### config.mk
export PLATFORM = sky130hd
export DESIGN_NAME = mmio_uart_tx
export DESIGN_NICKNAME = d
export VERILOG_FILES = /design/src/rtl/mmio_uart_tx.sv
export SDC_FILE = /design/constraint.sdc
export NUM_CORES = 1
export LEC_CHECK = 0
export ABC_CLOCK_PERIOD_IN_PS = 3290
export CAP_MARGIN = 40
export CORE_MARGIN = 1
export CORE_UTILIZATION = 58
export DETAILED_ROUTE_END_ITERATION = 16
export HOLD_SLACK_MARGIN = 0.1
export PLACE_DENSITY_LB_ADDON = 0.08
export SLEW_MARGIN = 40
export SYNTH_ARGS = -nofsm -noshare
export SYNTH_HDL_FRONTEND = slang
export SYNTH_SLANG_ARGS = --single-unit
### constraint.sdc
create_clock -name clk -period 3.29 [get_ports clk]
set_input_delay 0.329 -clock clk [delete_from_list [all_inputs] [get_ports clk]]
set_output_delay 0.329 -clock clk [all_outputs]
set_load 0.005 [all_outputs]
### src/rtl/mmio_uart_tx.sv
// mmio_uart_tx: store-bus byte sink feeding a FIFO
// and an 8N1 UART transmitter with sticky overflow.
module mmio_uart_tx #(
  parameter logic [31:0] TX_ADDR      = 32'hFFFF_FFF0,
  parameter logic [31:0] CTRL_ADDR    = 32'hFFFF_FFF4,
  parameter int          CLKS_PER_BIT = 434,
  parameter int          FIFO_DEPTH   = 16
) (
  input  logic                          clk,
  input  logic                          reset,
  input  logic                          data_write,
  input  logic [7:0]                    data,
  input  logic [31:0]                   data_address,
  output logic                          tx,
  output logic                          busy,
  output logic [$clog2(FIFO_DEPTH):0]   fifo_count,
  output logic                          fifo_full,
  output logic                          overflow
);

  localparam int PW = $clog2(FIFO_DEPTH);
  localparam int CW = PW + 1;
  localparam int BW = $clog2(CLKS_PER_BIT);
  localparam logic [CW-1:0] FULL = CW'(FIFO_DEPTH);
  localparam logic [BW-1:0] LAST = BW'(CLKS_PER_BIT - 1);

  typedef enum logic [1:0] {
    IDLE,
    START,
    DATA,
    STOP
  } state_t;

  logic [7:0]    mem_q [FIFO_DEPTH];
  logic [PW-1:0] wr_q, rd_q;
  logic [CW-1:0] cnt_q, cnt_d;
  logic          full_q, ovf_q;

  state_t        state_q;
  logic [BW-1:0] baud_q;
  logic [2:0]    bit_q;
  logic [7:0]    shift_q;
  logic          tx_q, busy_q;

  logic push, clr, pop, push_ok, drop, baud_end;

  // Decode bus strobes and derive FIFO next count.
  always_comb begin
    push     = data_write && (data_address == TX_ADDR);
    clr      = data_write && (data_address == CTRL_ADDR) && data[0];
    pop      = (state_q == IDLE) && (cnt_q != '0);
    push_ok  = push && (!full_q || pop);
    drop     = push && !push_ok;
    baud_end = (baud_q == LAST);
    cnt_d    = cnt_q;
    if (push_ok && !pop)
      cnt_d = cnt_q + CW'(1);
    else if (pop && !push_ok)
      cnt_d = cnt_q - CW'(1);
  end

  // FIFO storage; contents need no reset.
  always_ff @(posedge clk) begin
    if (!reset && push_ok)
      mem_q[wr_q] <= data;
  end

  // FIFO pointers, count, full and sticky overflow.
  always_ff @(posedge clk) begin
    if (reset) begin
      wr_q   <= '0;
      rd_q   <= '0;
      cnt_q  <= '0;
      full_q <= 1'b0;
      ovf_q  <= 1'b0;
    end else begin
      if (push_ok)
        wr_q <= wr_q + PW'(1);
      if (pop)
        rd_q <= rd_q + PW'(1);
      cnt_q  <= cnt_d;
      full_q <= (cnt_d == FULL);
      if (clr)
        ovf_q <= 1'b0;
      else if (drop)
        ovf_q <= 1'b1;
    end
  end

  // Transmit FSM with registered tx and busy.
  always_ff @(posedge clk) begin
    if (reset) begin
      state_q <= IDLE;
      baud_q  <= '0;
      bit_q   <= '0;
      shift_q <= '0;
      tx_q    <= 1'b1;
      busy_q  <= 1'b0;
    end else begin
      unique case (state_q)
        IDLE: begin
          tx_q <= 1'b1;
          if (pop) begin
            shift_q <= mem_q[rd_q];
            baud_q  <= '0;
            tx_q    <= 1'b0;
            busy_q  <= 1'b1;
            state_q <= START;
          end
        end
        START: begin
          if (baud_end) begin
            baud_q  <= '0;
            bit_q   <= '0;
            tx_q    <= shift_q[0];
            state_q <= DATA;
          end else begin
            baud_q <= baud_q + BW'(1);
          end
        end
        DATA: begin
          if (baud_end) begin
            baud_q <= '0;
            if (bit_q != 3'd7) begin
              bit_q <= bit_q + 3'd1;
              tx_q  <= shift_q[bit_q + 3'd1];
            end else begin
              tx_q    <= 1'b1;
              state_q <= STOP;
            end
          end else begin
            baud_q <= baud_q + BW'(1);
          end
        end
        STOP: begin
          if (baud_end) begin
            baud_q  <= '0;
            busy_q  <= 1'b0;
            state_q <= IDLE;
          end else begin
            baud_q <= baud_q + BW'(1);
          end
        end
        default: state_q <= IDLE;
      endcase
    end
  end

  assign tx         = tx_q;
  assign busy       = busy_q;
  assign fifo_count = cnt_q;
  assign fifo_full  = full_q;
  assign overflow   = ovf_q;

endmodule
==> results of run 1 <==
-- power by group through the flow --
stage          clock network [mW]  logic, mW  registers [mW]
2_1_floorplan                   0       1.16            2.50
3_3_place_gp                    0       1.64            2.55
3_5_place_dp                    0       1.67            2.55
4_1_cts                      1.97       1.68            2.51
5_1_grt                      2.06       1.85            2.53
6_report                     1.93       1.67            2.50
-- registers in the layout, summed over array words and instances (netlist names) --
| register | cells |
|---|---|
| wr_q | 4 |
| baud_q | 9 |
| shift_q | 8 |
| busy | 1 |
| overflow | 1 |
| rd_q | 4 |
| tx | 1 |
| fifo_full | 1 |
| state_q | 2 |
| bit_q | 3 |
| mem_q | 128 |
| fifo_count | 5 |
-- how the worst max path moves through the flow --
stage                    start           end  slack [ps]  cells after the start
2_1_floorplan  data_address[1]   mem_q[0][0]         370                      6
3_3_place_gp   data_address[1]  mem_q[10][0]         100                      7
3_5_place_dp   data_address[1]  mem_q[10][2]         0.3                      7
4_1_cts        data_address[1]  mem_q[10][4]         450                      7
5_1_grt        data_address[0]   mem_q[6][0]         310                      7
6_report       data_address[1]  mem_q[10][4]         430                      7
-- metrics by stage --
step	power (mW)	worst slack (ps)	cell area (um^2)	std cells	hold slack (ps)
finish	6.11	431	8540	711	453
global placement	4.18	97.9	7960	679	443
CTS	6.16	451	8540	711	457
global route	6.43	305	8540	711	477
floorplan	3.66	369	7140	477	428
detailed placement	4.22	0.333	7960	679	449
-- logic make-up (layout without fill, tap and decap cells) --
| kind of cell | Yosys count | in the layout | share of synthesized area, % |
|---|---|---|---|
| and+or+nand+nor | 149 | 149 | 10.6 |
| AOI/OAI and AO/OA | 55 | 55 | 4.94 |
| DFF | 167 | 167 | 64.8 |
| buffers and inverters | 35 | 122 | 1.96 |
| muxes | 48 | 48 | 14.1 |
| xor gates and xnor gates | 7 | 7 | 0.858 |
| adders and majority gates | 16 | 16 | 2.80 |
-- layout by cell type, fill, tap and decap left out, types with 6 or more instances in the layout --
master / instances
ha_1: 16
inv_1: 11
nor2b_1: 6
a31oi_1: 6
mux4_2: 42
nor2_1: 51
edfxtp_1: 128
clkdlybuf4s50_1: 51
nand2_1: 33
buf_4: 27
a21oi_1: 18
nand4_1: 15
clkbuf_16: 17
o21ai_0: 15
dfxtp_1: 38
-- critical path, cell delays in order --
cell and delay (ps):
clkdlybuf4s50_1 420, or4b_1 530, or4_1 560, a2111oi_4 530
nand2_1 250, nor2_1 210, buf_4 170
-- layout make-up --
| cell class | instances | area (um^2) |
|---|---|---|
| clock buffer | 20 | 437 |
| clock inverter | 12 | 143 |
| fill | 813 | 3470 |
| inverter | 11 | 41.3 |
| multi-input combinational | 275 | 2380 |
| sequential | 167 | 4630 |
| tap | 147 | 184 |
| timing repair buffer | 79 | 733 |
-- metal layers --
metal	global-route usage (%)	wire length (um)
met1	33.3	6130
met2	40.9	7350
met3	5.30	664
met4	7.37	127
met5	0	0
==> results.sh, run 1 <==
export IMPL_outcome="complete, no violations"
export IMPL_vdd_drop_max_uv=394
export IMPL_p_clk_share_pct=31.7
export IMPL_grt_overflow_total=0
export IMPL_fin_setup_tns_ps=0
export IMPL_vias_per_cell=6.01
export IMPL_finalWirelength_mm=14.3
export IMPL_grt_setup_unrepaired="false"
export IMPL_maxCapViolations=0
export IMPL_syn_inst=477
export IMPL_cts_htree_levels=4
export IMPL_nets=610
export IMPL_setup_violations_final=0
export IMPL_combPwrFrac_pct=27.3
export IMPL_switchingPower_mw=1.78
export IMPL_r2r_end="mem_q[10][4]"
export IMPL_chipWidth_um=113
export IMPL_final_min_clock_period_ps=2860
export IMPL_grt_pass1_vias=4201
export IMPL_syn_area_um2=7140
export IMPL_power_frac_seq_pct=41.0
export IMPL_maxSlewViolCount=0
export IMPL_synthDistinctLibCells=53
export IMPL_dieArea_um2=12800
export IMPL_antenna_found_initial=0
export IMPL_hold_path_class="reg2reg"
export IMPL_max_slew_worst_pin_slew_ps=770
export IMPL_num_vias=4272
export IMPL_ctsHoldBuffers=0
export IMPL_r2r_cells=8
export IMPL_synth_common_cells="128 x edfxtp_1, 51 x nor2_1, 42 x mux4_2"
export IMPL_die_h_um=113
export IMPL_crit_path_max_fanout=5
export IMPL_start_kind="input pin"
export IMPL_critPathArrivalTime_ps=3000
export IMPL_dpl_hpwl_mm=9.76
export IMPL_r2r_slack_ps=640
export IMPL_finalClockSkew_ps=7.51
export IMPL_first_pass_iters=5
export IMPL_crit_type="in2reg"
export IMPL_synthTopCellsByArea="edfxtp_1 54%, mux4_2 13%, dfxtp_1 11%"
export IMPL_grt_max_degree=41
export IMPL_num_rows=40
export IMPL_num_antenna_cells=0
export IMPL_synth_nets=536
export IMPL_clk_pin_slew_ps=60
export IMPL_io_buffers=51
export IMPL_p_leak_nw=2.82
export IMPL_min_period_over_period_pct=86.9
export IMPL_hold_viol=0
export IMPL_switching_share_pct=29.2
export IMPL_cts_tree="done"
export IMPL_synth_largest_area_cell="edfxtp_1"
export IMPL_io_pins=52
export IMPL_ant_nets=0
export IMPL_cts_resized_gates=0
export IMPL_grt_pass1_wl_mm=22.6
export IMPL_wl_per_cell_um=20.1
export IMPL_clock_fmax_mhz=350
export IMPL_cts_sinks=167
export IMPL_relSlewSlack_pct=48.5
export IMPL_cts_max_path_buffers=2
export IMPL_synth_top_flop_cell="edfxtp_1"
export IMPL_p_int_mw=4.32
export IMPL_worstHoldPathCells=2
export IMPL_clock_latency_ps=420
export IMPL_syn_area_per_cell_um2=15.0
export IMPL_drive_above_1_share_pct=19.1
export IMPL_gp_congestion=0.869
export IMPL_yosysSeqAreaShare_pct=64.8
export IMPL_cts_setup_buffers=0
export IMPL_groute_usage_overall_pct=24.6
export IMPL_async_flop_share_pct=0
export IMPL_cts_root_buffer="clkbuf_16"
export IMPL_holdCritStartpoint="shift_q[1]"
export IMPL_r2r_start="fifo_count[0]"
export IMPL_power_density_nw_per_um2=715
export IMPL_cts_buffers=17
export IMPL_synth_edff_count=128
export IMPL_area_growth_pct=19.6
export IMPL_drc=0
export IMPL_initialDrtViolationCount=365
export IMPL_final_core_util_pct=71.1
export IMPL_ys_warn_count=0
export IMPL_start_util_pct=59.5
export IMPL_yosysMostFrequentCell="edfxtp_1"
export IMPL_synth_top_cell_area_share_pct=53.8
export IMPL_coreArea_um2=12000
export IMPL_synth_seq_cells=167
export IMPL_crit_path_end_kind="flop"
export IMPL_cp_required_ps=3430
export IMPL_min_to="shift_q[1]"
Note: power is estimated with default switching activity, not from simulation.
==> run 2, diff against run 1 <==
- CTS_BUF_LIST: default -> sky130_fd_sc_hd__clkbuf_4 sky130_fd_sc_hd__clkbuf_8
==> run 2 against run 1 <==
- setup slack improved by 27 ps
- sequential share of layout area increased by 1.2 points
- critical path depth unchanged
- utilization decreased by 1.5 points
- clock skew increased by 5.8 ps
- via count decreased by 0.33%
==> results.sh, run 2 (same netlist as run 1, synthesis figures left out) <==
export IMPL_cts_htree_levels=4
export IMPL_initialDrtViolationCount=391
export IMPL_power_density_nw_per_um2=672
export IMPL_path_buf_inv=2
export IMPL_cts_max_path_buffers=2
export IMPL_area_growth_pct=17.1
export IMPL_crit_type="in2reg"
export IMPL_path_cells="clkdlybuf4s50_1 -> or4b_1 -> or4_1 -> a2111oi_4 -> nand2_1 -> nor2_1 -> buf_4"
export IMPL_grt_pass1_wl_mm=22.3
export IMPL_dpl_hpwl_mm=9.76
export IMPL_cts_sinks=167
export IMPL_setup_violations_final=0
export IMPL_min_period_over_period_pct=86.1
export IMPL_outcome="complete, no violations"
export IMPL_largest_register="mem_q"
export IMPL_cts_buffers=17
export IMPL_vias_per_cell=5.99
export IMPL_cpPeakStageDelay_ps=560
export IMPL_p_leak_nw=2.74
export IMPL_cts_root_buffer="clkbuf_8"
export IMPL_final_common_cell="edfxtp_1"
export IMPL_start_util_pct=59.5
export IMPL_r2r_cells=8
export IMPL_r2r_slack_ps=640
export IMPL_clk_pin_slew_ps=90
export IMPL_max_slew_worst_pin_slew_ps=763
export IMPL_slowest_stage="or4_1"
export IMPL_crit_path_end_kind="flop"
export IMPL_maxCapViolations=0
export IMPL_chipWidth_um=113
export IMPL_switching_share_pct=30.6
export IMPL_finalWirelength_mm=14.1
export IMPL_top_layer="met4"
export IMPL_clock_latency_ps=450
export IMPL_crit_path_max_fanout=5
export IMPL_wl_met1_mm=6.03
export IMPL_instances_no_fill=711
export IMPL_nets=610
export IMPL_nFillCells=835
export IMPL_p_int_mw=3.90
export IMPL_combPwrFrac_pct=29.6
export IMPL_grt_setup_unrepaired="false"
export IMPL_relSlewSlack_pct=49.0
export IMPL_num_rows=40
export IMPL_start_kind="input pin"
export IMPL_critPathCapture="mem_q[10][0]"
export IMPL_reg_top3="mem_q: 128 flops, baud_q: 9 flops, shift_q: 8 flops"
export IMPL_io_buffers=51
export IMPL_ant_nets=0
export IMPL_cp_required_ps=3470
export IMPL_finalClockSkew_ps=13.3
export IMPL_r2r_end="mem_q[10][0]"
export IMPL_io_pins=52
export IMPL_num_vias=4258
export IMPL_grt_max_degree=41
export IMPL_grt_pass1_vias=4164
export IMPL_layout_common_cells="128 x edfxtp_1, 51 x nor2_1, 51 x clkdlybuf4s50_1, 42 x mux4_2, 38 x dfxtp_1"
export IMPL_hold_viol=0
export IMPL_coreArea_um2=12000
export IMPL_fin_setup_tns_ps=0
export IMPL_ctsHoldBuffers=0
export IMPL_drive_above_1_share_pct=19.7
export IMPL_power_total_mw=5.62
export IMPL_clock_fmax_mhz=353
export IMPL_die_h_um=113
export IMPL_wl_met2_mm=7.19
export IMPL_dp_cells=679
export IMPL_crit_start="data_address[1]"
export IMPL_r2r_start="fifo_count[0]"
export IMPL_wl_per_cell_um=19.8
export IMPL_gp_congestion=0.869
export IMPL_met3_length_um=665
export IMPL_cpLargestDelayFamily="simple AND/OR/NAND/NOR gates"
export IMPL_cts_resized_gates=0
export IMPL_p_clk_share_pct=25.9
export IMPL_grt_overflow_total=0
export IMPL_dieArea_um2=12800
export IMPL_power_frac_seq_pct=44.5
export IMPL_num_antenna_cells=0
export IMPL_maxSlewViolCount=0
export IMPL_cts_setup_buffers=0
export IMPL_final_min_clock_period_ps=2830
export IMPL_largest_register_ffs=128
export IMPL_crit_cells=7
export IMPL_hold_path_class="reg2reg"
export IMPL_first_pass_iters=5
export IMPL_antenna_found_initial=0
export IMPL_drc=0
export IMPL_final_core_util_pct=69.6
export IMPL_vdd_drop_max_uv=418
export IMPL_cts_tree="done"
export IMPL_critPathArrivalTime_ps=3010
export IMPL_groute_usage_overall_pct=24.3
export IMPL_switchingPower_mw=1.72
run 2: cell counts in the layout (fill, tap and decap cells not counted):
Identical to the previous run, type by type.
run 2: stage by stage:
stage	worst slack, ps	hold WS [ps]	cell area [um^2]
6_report	458	458	8360
5_1_grt	355	480	8360
4_1_cts	490	461	8360
3_5_place_dp	0.333	449	7960
3_3_place_gp	97.9	443	7960
2_1_floorplan	369	428	7140
run 2: area by class of cell:
type                            instances  area, um^2  share of cell area, %
Clock inverter                         12         143                   1.71
Tap cell                              147         184                   2.20
Multi-Input combinational cell        275        2380                   28.4
Clock buffer                           20         256                   3.07
Timing Repair Buffer                   79         733                   8.77
Inverter                               11        41.3                  0.494
Sequential cell                       167        4630                   55.3
run 2: routing by layer:
| metal | vias up | global-route usage (%) |
|---|---|---|
| li1 | 1988 | - |
| met1 | 2140 | 33.0 |
| met2 | 116 | 40.1 |
| met3 | 14 | 4.50 |
| met4 | 0 | 8.60 |
| met5 | - | 0 |
run 2: power by group through the flow:
stage	registers, mW	logic [mW]	clock network, mW
after floorplan	2.50	1.16	0
after global placement	2.55	1.64	0
after detailed placement	2.55	1.67	0
after CTS	2.50	1.68	1.48
after global routing	2.53	1.85	1.56
final	2.50	1.67	1.46
run 2: how the worst min path moves through the flow:
| stage | startpoint | endpoint | slack (ps) | cells past startpoint |
|---|---|---|---|---|
| floorplan | data[0] | mem_q[0][0] | 430 | 0 |
| global placement | shift_q[3] | shift_q[3] | 440 | 2 |
| detailed placement | shift_q[6] | shift_q[6] | 450 | 2 |
| CTS | shift_q[6] | shift_q[6] | 460 | 2 |
| global route | shift_q[1] | shift_q[1] | 480 | 2 |
| finish | shift_q[1] | shift_q[1] | 460 | 2 |
run 2: tightest hold or removal path, delay by kind of cell, from the launching register on:
kind / cells / cell delay, ps
AO/OA/AOI/OAI: 1 / 50
flip-flops: 1 / 320
AND/OR/NAND/NOR: 1 / 50
==> run 3, diff against run 2 <==
- CAP_MARGIN: 40 -> default
- CTS_BUF_LIST: sky130_fd_sc_hd__clkbuf_4 sky130_fd_sc_hd__clkbuf_8 -> sky130_fd_sc_hd__clkbuf_16
==> run 3 against run 2 <==
- combinational power hardly changed
- setup slack worse by 25 ps
- count of clock-buffer cells in the layout is 3 lower
- critical endpoint is now mem_q[10][4]
==> results.sh, run 3 (same netlist as run 1, synthesis figures left out) <==
export IMPL_outcome="complete, no violations"
export IMPL_p_int_mw=4.31
export IMPL_path_cells="clkdlybuf4s50_1 -> or4b_1 -> or4_1 -> a2111oi_4 -> nand2_1 -> nor2_1 -> buf_4"
export IMPL_cts_htree_levels=4
export IMPL_wl_met2_mm=7.34
export IMPL_coreArea_um2=12000
export IMPL_hold_path_class="reg2reg"
export IMPL_largest_register_ffs=128
export IMPL_cts_resized_gates=0
export IMPL_post_place_ws_ps=0.333
export IMPL_drc=0
export IMPL_maxCapViolations=0
export IMPL_r2r_slack_ps=650
export IMPL_setup_violations_final=0
export IMPL_die_h_um=113
export IMPL_finalWirelength_mm=14.3
export IMPL_dieArea_um2=12800
export IMPL_start_kind="input pin"
export IMPL_min_period_over_period_pct=86.8
export IMPL_power_frac_seq_pct=41.0
export IMPL_vdd_drop_max_uv=387
export IMPL_crit_path_end_kind="flop"
export IMPL_grt_overflow_total=0
export IMPL_r2r_cells=8
export IMPL_max_slew_worst_pin_slew_ps=798
export IMPL_hold_viol=0
export IMPL_met3_length_um=691
export IMPL_power_total_mw=6.10
export IMPL_p_leak_nw=2.83
export IMPL_clock_fmax_mhz=350
export IMPL_num_vias=4294
export IMPL_grt_pass1_wl_mm=22.6
export IMPL_final_core_util_pct=71.1
export IMPL_wl_per_cell_um=20.1
export IMPL_critPathArrivalTime_ps=3000
export IMPL_wl_met1_mm=6.11
export IMPL_num_antenna_cells=0
export IMPL_grt_max_degree=41
export IMPL_cts_root_buffer="clkbuf_16"
export IMPL_grt_pass1_vias=4201
export IMPL_finalClockSkew_ps=7.86
export IMPL_start_util_pct=59.5
export IMPL_fin_setup_tns_ps=0
export IMPL_area_growth_pct=19.6
export IMPL_io_buffers=51
export IMPL_finalWorstSetupSlack_ps=433
export IMPL_cts_buffers=17
export IMPL_largest_register="mem_q"
export IMPL_gp_congestion=0.869
export IMPL_grt_setup_unrepaired="false"
export IMPL_layout_common_cells="128 x edfxtp_1, 51 x nor2_1, 51 x clkdlybuf4s50_1, 42 x mux4_2, 38 x dfxtp_1"
export IMPL_io_pins=52
export IMPL_chipWidth_um=113
export IMPL_r2r_start="fifo_count[0]"
export IMPL_crit_type="in2reg"
export IMPL_min_to="shift_q[1]"
export IMPL_top_layer="met4"
export IMPL_num_rows=40
export IMPL_cts_setup_buffers=0
export IMPL_final_common_cell="edfxtp_1"
export IMPL_holdCritStartpoint="shift_q[1]"
export IMPL_cpPeakStageDelay_ps=560
export IMPL_first_pass_iters=5
export IMPL_vias_per_cell=6.04
export IMPL_final_min_clock_period_ps=2860
export IMPL_drive_above_1_share_pct=19.1
export IMPL_dpl_hpwl_mm=9.76
export IMPL_reg_top3="mem_q: 128 flops, baud_q: 9 flops, shift_q: 8 flops"
export IMPL_slowest_stage="or4_1"
export IMPL_cts_max_path_buffers=2
export IMPL_r2r_end="mem_q[10][4]"
export IMPL_initialDrtViolationCount=366
export IMPL_power_density_nw_per_um2=714
export IMPL_cts_tree="done"
export IMPL_cp_required_ps=3430
export IMPL_clk_pin_slew_ps=60
export IMPL_ant_nets=0
export IMPL_antenna_found_initial=0
export IMPL_cts_sinks=167
export IMPL_switching_share_pct=29.3
export IMPL_switchingPower_mw=1.79
export IMPL_clock_latency_ps=420
export IMPL_combPwrFrac_pct=27.4
export IMPL_groute_usage_overall_pct=24.6
export IMPL_worstHoldPathCells=2
export IMPL_crit_path_max_fanout=5
export IMPL_relSlewSlack_pct=46.6
export IMPL_ctsHoldBuffers=0
export IMPL_maxSlewViolCount=0
export IMPL_p_clk_share_pct=31.6
export IMPL_nets=610
==> run 3: power groups by stage <==
| stage | registers [mW] | clock network, mW | logic [mW] |
|---|---|---|---|
| 2_1_floorplan | 2.50 | 0 | 1.16 |
| 3_3_place_gp | 2.55 | 0 | 1.64 |
| 3_5_place_dp | 2.55 | 0 | 1.67 |
| 4_1_cts | 2.51 | 1.96 | 1.68 |
| 5_1_grt | 2.53 | 2.05 | 1.85 |
| 6_report | 2.50 | 1.93 | 1.67 |
==> run 3: worst max-delay path by stage <==
stage               cells past startpoint            start           end
floorplan                               6  data_address[1]   mem_q[0][0]
global placement                        7  data_address[1]  mem_q[10][0]
detailed placement                      7  data_address[1]  mem_q[10][2]
CTS                                     7  data_address[1]  mem_q[10][4]
global route                            7  data_address[0]   mem_q[6][0]
finish                                  7  data_address[1]  mem_q[10][4]
==> run 3: routing by layer <==
layer / global-route usage [%] / vias to the layer above
met3: 5.30 / 17
met4: 7.37 / 0
met5: 0 / -
li1: - / 1992
met1: 33.3 / 2145
met2: 40.9 / 140
==> run 3: cell type report <==
type / count / area (um^2)
Clock buffer: 17 / 425
Clock inverter: 15 / 154
Fill cell: 813 / 3470
Inverter: 11 / 41.3
Multi-Input combinational cell: 275 / 2380
Sequential cell: 167 / 4630
Tap cell: 147 / 184
Timing Repair Buffer: 79 / 733
==> run 3: worst max-delay path, delay by kind of cell <==
kind                   cells  cell delay [ps]
buffers and inverters      2              590
AOI/OAI and AO/OA          1              530
and+or+nand+nor            4             1540
==> run 3: through the flow <==
stage,cell area (um^2),instances,hold slack [ps]
final,8540,711,453
after global routing,8540,711,477
after CTS,8540,711,457
after detailed placement,7960,679,449
after global placement,7960,679,443
after floorplan,7140,477,428
